**config.mk**
```make
export PLATFORM = sky130hd
export DESIGN_NAME = simt_scheduler
export DESIGN_NICKNAME = d
export VERILOG_FILES = /design/src/rtl/simt_pkg.sv /design/src/rtl/simt_group_select.sv /design/src/rtl/simt_scheduler.sv
export SDC_FILE = /design/constraint.sdc
export NUM_CORES = 1
export LEC_CHECK = 0
export BUFFER_PORTS_ARGS = -buffer_cell sky130_fd_sc_hd__buf_2
export CAP_MARGIN = 20
export CORE_ASPECT_RATIO = 0.6
export CORE_MARGIN = 5
export CORE_UTILIZATION = 45
export CTS_CLUSTER_SIZE = 14
export DETAILED_ROUTE_END_ITERATION = 7
export PLACE_DENSITY = 0.65
export SYNTH_ARGS = -nofsm -noshare
export SYNTH_HDL_FRONTEND = slang
export SYNTH_SLANG_ARGS = --single-unit
```
**constraint.sdc**
```tcl
create_clock -name clk -period 10.84 [get_ports clk]
set_input_delay 2.168 -clock clk [delete_from_list [all_inputs] [get_ports clk]]
set_output_delay 2.168 -clock clk [all_outputs]
set_load 0.03 [all_outputs]
```
**src/rtl/simt_pkg.sv**
```systemverilog
// Shared encodings for the SIMT scheduler: CU states, fetcher/LSU handshake
// states and the thread-count port width helper.
package simt_pkg;

  localparam logic [3:0] ST_IDLE      = 4'd0;
  localparam logic [3:0] ST_FETCH     = 4'd1;
  localparam logic [3:0] ST_DECODE    = 4'd2;
  localparam logic [3:0] ST_REQ       = 4'd3;
  localparam logic [3:0] ST_WAIT      = 4'd4;
  localparam logic [3:0] ST_EXECUTE   = 4'd5;
  localparam logic [3:0] ST_WRITEBACK = 4'd6;
  localparam logic [3:0] ST_DONE      = 4'd7;
  localparam logic [3:0] ST_ERROR     = 4'd8;

  localparam logic [1:0] XS_IDLE = 2'd0;
  localparam logic [1:0] XS_REQ  = 2'd1;
  localparam logic [1:0] XS_WAIT = 2'd2;
  localparam logic [1:0] XS_DONE = 2'd3;

  // Width able to express thread counts 0..lanes inclusive.
  function automatic int tc_width(input int lanes);
    return (lanes < 1) ? 1 : $clog2(lanes + 1);
  endfunction

endpackage

```
**src/rtl/simt_group_select.sv**
```systemverilog
// Picks the lowest PC among live lanes and the mask of every live lane
// sitting at that PC (min-PC reconvergence, no lane-index priority).
module simt_group_select
  import simt_pkg::*;
#(
  parameter int PC_ADDR_WIDTH = 8,
  parameter int CU_WIDTH      = 4
) (
  input  logic [PC_ADDR_WIDTH*CU_WIDTH-1:0] pcs_i,
  input  logic [CU_WIDTH-1:0]               live_i,
  output logic [PC_ADDR_WIDTH-1:0]          fetch_pc_o,
  output logic [CU_WIDTH-1:0]               exec_mask_o
);

  always_comb begin
    fetch_pc_o = '1;
    for (int i = 0; i < CU_WIDTH; i++) begin
      if (live_i[i] && (pcs_i[i*PC_ADDR_WIDTH +: PC_ADDR_WIDTH] < fetch_pc_o)) begin
        fetch_pc_o = pcs_i[i*PC_ADDR_WIDTH +: PC_ADDR_WIDTH];
      end
    end
    exec_mask_o = '0;
    for (int i = 0; i < CU_WIDTH; i++) begin
      exec_mask_o[i] = live_i[i] && (pcs_i[i*PC_ADDR_WIDTH +: PC_ADDR_WIDTH] == fetch_pc_o);
    end
  end

endmodule

```
**src/rtl/simt_scheduler.sv**
```systemverilog
// Compute-unit scheduler with per-thread PCs, min-PC divergence handling,
// per-thread completion and a WAIT-stage watchdog.
module simt_scheduler
  import simt_pkg::*;
#(
  parameter int PC_ADDR_WIDTH = 8,
  parameter int CU_WIDTH      = 4,
  parameter int WAIT_TIMEOUT  = 255
) (
  input  logic                                 clk,
  input  logic                                 reset_n,
  input  logic                                 cu_enable,
  input  logic [tc_width(CU_WIDTH)-1:0]        thread_count,
  input  logic                                 is_alu,
  input  logic                                 is_branch,
  input  logic                                 is_const,
  input  logic                                 is_load,
  input  logic                                 is_store,
  input  logic                                 is_ret,
  input  logic [1:0]                           fetch_state,
  input  logic [2*CU_WIDTH-1:0]                lsu_state,
  input  logic [PC_ADDR_WIDTH*CU_WIDTH-1:0]    next_pc,
  output logic [PC_ADDR_WIDTH-1:0]             fetch_pc,
  output logic [CU_WIDTH-1:0]                  exec_mask,
  output logic [CU_WIDTH-1:0]                  thread_done,
  output logic                                 rf_ren,
  output logic                                 rf_wen,
  output logic                                 mem_ren,
  output logic                                 mem_wen,
  output logic [3:0]                           cu_state,
  output logic                                 cu_complete,
  output logic                                 cu_error
);

  localparam int PW   = PC_ADDR_WIDTH;
  localparam int WD_W = (WAIT_TIMEOUT < 2) ? 1 : $clog2(WAIT_TIMEOUT + 1);

  logic [3:0]             state_q, state_d;
  logic [PW*CU_WIDTH-1:0] pc_q, pc_d;
  logic [CU_WIDTH-1:0]    done_q, done_d;
  logic [PW-1:0]          fetch_pc_q;
  logic [CU_WIDTH-1:0]    exec_mask_q;
  logic [3:0]             en_q, en_d;
  logic [WD_W-1:0]        wd_q, wd_d;

  logic [CU_WIDTH-1:0]    count_mask;
  logic [CU_WIDTH-1:0]    lane_busy;
  logic                   pending;
  logic [PW-1:0]          sel_pc;
  logic [CU_WIDTH-1:0]    sel_mask;
  logic                   enter_fetch;

  always_comb begin
    count_mask = '0;
    lane_busy  = '0;
    for (int i = 0; i < CU_WIDTH; i++) begin
      count_mask[i] = int'(thread_count) > i;
      lane_busy[i]  = (lsu_state[2*i +: 2] == XS_REQ) || (lsu_state[2*i +: 2] == XS_WAIT);
    end
  end

  // Only lanes in the executing group can hold the CU in WAIT.
  assign pending = |(exec_mask_q & lane_busy);

  // Selection looks at next-state PCs/done so the group is ready on FETCH entry.
  simt_group_select #(
    .PC_ADDR_WIDTH (PC_ADDR_WIDTH),
    .CU_WIDTH      (CU_WIDTH)
  ) u_group_select (
    .pcs_i       (pc_d),
    .live_i      (~done_d),
    .fetch_pc_o  (sel_pc),
    .exec_mask_o (sel_mask)
  );

  assign enter_fetch = (state_d == ST_FETCH) && (state_q != ST_FETCH);

  always_ff @(posedge clk) begin
    if (!reset_n) begin
      state_q     <= ST_IDLE;
      pc_q        <= '0;
      done_q      <= '0;
      fetch_pc_q  <= '0;
      exec_mask_q <= '0;
      en_q        <= '0;
      wd_q        <= '0;
    end else begin
      state_q <= state_d;
      pc_q    <= pc_d;
      done_q  <= done_d;
      en_q    <= en_d;
      wd_q    <= wd_d;
      if (enter_fetch) begin
        fetch_pc_q  <= sel_pc;
        exec_mask_q <= sel_mask;
      end
    end
  end

  always_comb begin
    state_d = state_q;
    pc_d    = pc_q;
    done_d  = done_q;
    en_d    = en_q;
    wd_d    = wd_q;
    case (state_q)
      ST_IDLE: begin
        if (cu_enable) begin
          pc_d    = '0;
          done_d  = ~count_mask;
          en_d    = '0;
          wd_d    = '0;
          state_d = (count_mask == '0) ? ST_DONE : ST_FETCH;
        end
      end
      ST_FETCH: begin
        if (fetch_state == XS_DONE) state_d = ST_DECODE;
      end
      ST_DECODE: begin
        en_d    = {is_load | is_store | is_alu | is_branch,
                   is_load | is_alu | is_const,
                   is_load,
                   is_store};
        state_d = ST_REQ;
      end
      ST_REQ: begin
        wd_d    = '0;
        state_d = ST_WAIT;
      end
      ST_WAIT: begin
        if (!pending) begin
          state_d = ST_EXECUTE;
        end else begin
          wd_d = wd_q + 1'b1;
          if ((WAIT_TIMEOUT != 0) && (int'(wd_q) + 1 >= WAIT_TIMEOUT)) begin
            state_d = ST_ERROR;
            en_d    = '0;
          end
        end
      end
      ST_EXECUTE: state_d = ST_WRITEBACK;
      ST_WRITEBACK: begin
        for (int i = 0; i < CU_WIDTH; i++) begin
          if (exec_mask_q[i]) begin
            if (is_ret) done_d[i] = 1'b1;
            else        pc_d[i*PW +: PW] = next_pc[i*PW +: PW];
          end
        end
        en_d    = '0;
        state_d = (&done_d) ? ST_DONE : ST_FETCH;
      end
      ST_DONE: begin
        if (!cu_enable) state_d = ST_IDLE;
      end
      ST_ERROR: begin
        en_d = '0;
        if (!cu_enable) state_d = ST_IDLE;
      end
      default: state_d = ST_IDLE;
    endcase
  end

  always_comb begin
    cu_state    = state_q;
    cu_complete = (state_q == ST_DONE);
    cu_error    = (state_q == ST_ERROR);
    fetch_pc    = fetch_pc_q;
    exec_mask   = exec_mask_q;
    thread_done = done_q;
    {rf_ren, rf_wen, mem_ren, mem_wen} = en_q;
  end

endmodule

```
==> key figures <==
Drt
  – ANT nets after route: 0
  – Drt pass-1 iters: 5
  – Final wirelength: 14600 um
  – # DRC: 0
  – WL/cell: 19.2 um
  – Vias: 4389
  – Vias/cell: 5.76
  – DR iter-0 viols: 487

Clock tree
  – TritonCTS Buffers: 9
  – Hold Buf Count CTS: 0
  – H-tree depth: 3
  – CTS Sinks: 64
  – Clk root buf: clkbuf_16
  – CTS tree: done
  – Post-CTS sizing: 0
  – Clock-pin slew on the worst setup and hold paths: 0.05 ns
  – CTS Buffer Depth: 2
  – Worst skew pair latency: 0.33 ns

GRT
  – First-pass GRT wire length: 22700 um
  – Met2 Track Usage GR: 0.326
  – Initial antenna violation count: 0
  – Met1 usage in global routing: 0.371
  – GRT Util Overall: 0.236
  – Pin count of the biggest net entering global routing: 38
  – Gr ovfl total: 0
  – GR Layer Usage met3: 0.0442
  – Most used routing layer: met1
  – Vias in the first global route: 4114

Floorplan
  – CORE AREA: 9840 um2
  – Boundary Pins: 80
  – Die ar.: 12200 um2
  – Die span in y: 87.6 um
  – Initial Util: 0.459
  – Rows: 28
  – Die width: 139 um

Power
  – Pwr/cell area: 199 nW/um2
  – Leak: 2.50 nW
  – VDD IR max: 110 uV

Placed design
  – Dpl cell area: 5060 um2
  – Routability Congestion: 0.951
  – Post-DP HPWL: 11200 um
  – IO Port Bufs: 79
  – # placed instances: 741

Cells and area
  – Most frequent cells in the layout: buf_2 (79), dfxtp_1 (64), nor2_1 (62), nand2_1 (30), a21oi_1 (29)
  – P&R area growth vs syn: 20.3%
  – Final Non-Filler Cells: 762
  – Ant diodes: 0
  – Finished Cell Area: 5430 um2
  – Final #Nets: 699
  – Commonest non-fill, non-tap cell in the layout: buf_2
  – Share of cells above drive strength 1: 0.212

Timing
  – Fin Setup TNS: 0 ns
  – Fin crit share: 0.938
  – Tmin final: 10.16 ns
  – Max-slew headroom: 0.256
  – Max-slew violation count: 0
  – Fmax: 0.0984 GHz
  – # setup viols final: 0
  – Worst Skew: 0.00739 ns
  – Worst Tran Pin Value: 1.10 ns
  – Min Hold Slack: 0.452 ns
  – RSZ-0062 raised after global routing: false
  – Final hold vios: 0

Critical path
  – Critical path data required time: 11.08 ns
  – Crit path DAT: 10.40 ns
  – Worst Setup Start Kind: input pin
  – R2R Path End: exec_mask[1]
  – FF-to-FF setup slack: 2.04 ns
  – Critical path launch point: thread_count[1]
  – CP Capture Point: exec_mask[1]
  – Worst Setup End Kind: flop
  – Slowest Stage Delay on Critical Path: 0.58 ns
  – R2R depth: 34
  – Crit Path Category: in2reg
  – Critical Path Most Common Cell: a21oi_1
  – CP max-delay cell: or4b_1
  – Crit Reg-Reg Startpoint: cu_state[1]
  – Largest fanout on the critical path: 13

Logic synthesis
  – Yosys reg bits: 64
  – Ranking of synthesized cells by area: dfxtp_1 (28%), ha_1 (6.1%), nor2_1 (5.2%)
  – Predominant post-synthesis flop cell: dfxtp_1
  – Ys async rst share: 0
  – Avg Cell Area, Syn: 8.39 um2
  – Post-synth top area cell: dfxtp_1
  – Netlist cell types: 73
  – Mapped Area: 4520 um2
  – Yosys top cell area share: 0.284
  – Synth Warn #: 0
  – Syn Inst Count: 538
  – Number of synthesized flops with an enable pin: 0
  – Seq/Total Area, Yosys: 0.284
  – Syn nets: 614

Outcome
  – Outcome: finished, final reports clean

Hold path
  – Hold Path Class: reg2reg
  – Hold path depth: 2

Run
  – Max Cap Violations: 0
## where the power goes
part           total, mW  leakage (nW)  internal [mW]  switching [mW]
clock              0.318         0.159          0.212           0.105
combinational      0.487          1.82          0.205           0.281
sequential         0.275         0.517          0.249          0.0261
## cells in the mapped netlist (3+ instances only)
library cell	n
o2111ai_1	3
inv_1	27
mux2i_2	4
a21oi_1	29
a41oi_1	3
nor3b_1	5
nand2b_1	6
xnor2_1	22
ha_1	22
mux2_2	3
nand2_1	30
clkbuf_1	18
o21ai_1	4
and2_1	25
dfxtp_1	64
o22ai_1	4
nor4_1	3
and3_1	11
o31ai_1	3
nor2b_1	5
mux2i_1	23
a22oi_1	12
nor3_1	5
a211oi_1	4
a21o_1	7
or2_2	5
xor2_1	20
or3_1	4
o21ai_0	23
nand4_1	5
a22o_1	24
nand3_1	5
nor2_1	62
## worst max-delay path: cells and delay by family
family / cells / cell delay (ns)
compound gates: 15 / 3.50
xor+xnor: 1 / 0.17
fa+ha+maj: 3 / 0.93
buf+inv: 3 / 0.35
mux: 4 / 1.38
simple gates: 8 / 1.90
## sequential cells by signal, indices dropped and copies added, names as in the netlist
signal       flops
pc_q            32
fetch_pc         8
wd_q             8
cu_state         4
en_q             4
exec_mask        4
thread_done      4
## cell type report
class                   instances  area (um2)
inverters                      28         105
flip-flops and latches         64        1280
multi-input cells             425        3040
clock inverters                 3        65.1
well taps                     135         169
clock buffers                  12         256
fillers                       888        4410
repair buffers                 95         515
## metal layers
| layer | vias up | wire length (um) |
|---|---|---|
| met2 | 187 | 5750 |
| li1 | 2122 | - |
| met3 | 20 | 1180 |
| met5 | - | 0 |
| met4 | 0 | 169 |
| met1 | 2060 | 7500 |
## through the flow
step / util / setup slack [ns] / power [mW]
final: 0.552 / 0.675 / 1.08
after global placement: 0.514 / 0.621 / 0.720
after global routing: 0.552 / 0.174 / 1.14
after detailed placement: 0.514 / 0.330 / 0.727
after CTS: 0.547 / 0.651 / 1.05
after floorplan: - / 1.19 / 0.619
## repair_timing
action	in CTS	in global routing
hold endpoints to repair	0	0
setup endpoints to repair	0	1
buffers inserted	0	5
## how the worst min path moves through the flow
stage	from	endpoint	slack, ns
finish	en_q[2]	en_q[2]	0.45
global route	en_q[2]	en_q[2]	0.48
CTS	en_q[2]	en_q[2]	0.46
detailed placement	en_q[3]	en_q[3]	0.45
global placement	en_q[3]	en_q[3]	0.44
floorplan	pc_q[1]	pc_q[1]	0.48
## logic make-up (layout without fill, tap and decap cells)
| logic type | after synthesis | in the layout | share of synthesized area |
|---|---|---|---|
| compound gates | 146 | 146 | 0.245 |
| xor+xnor | 42 | 42 | 0.0815 |
| fa+ha+maj | 22 | 22 | 0.0610 |
| buf+inv | 49 | 138 | 0.0432 |
| flops | 64 | 64 | 0.284 |
| mux | 31 | 31 | 0.0740 |
| simple gates | 184 | 184 | 0.212 |
Power figures use the tool's default switching activity.
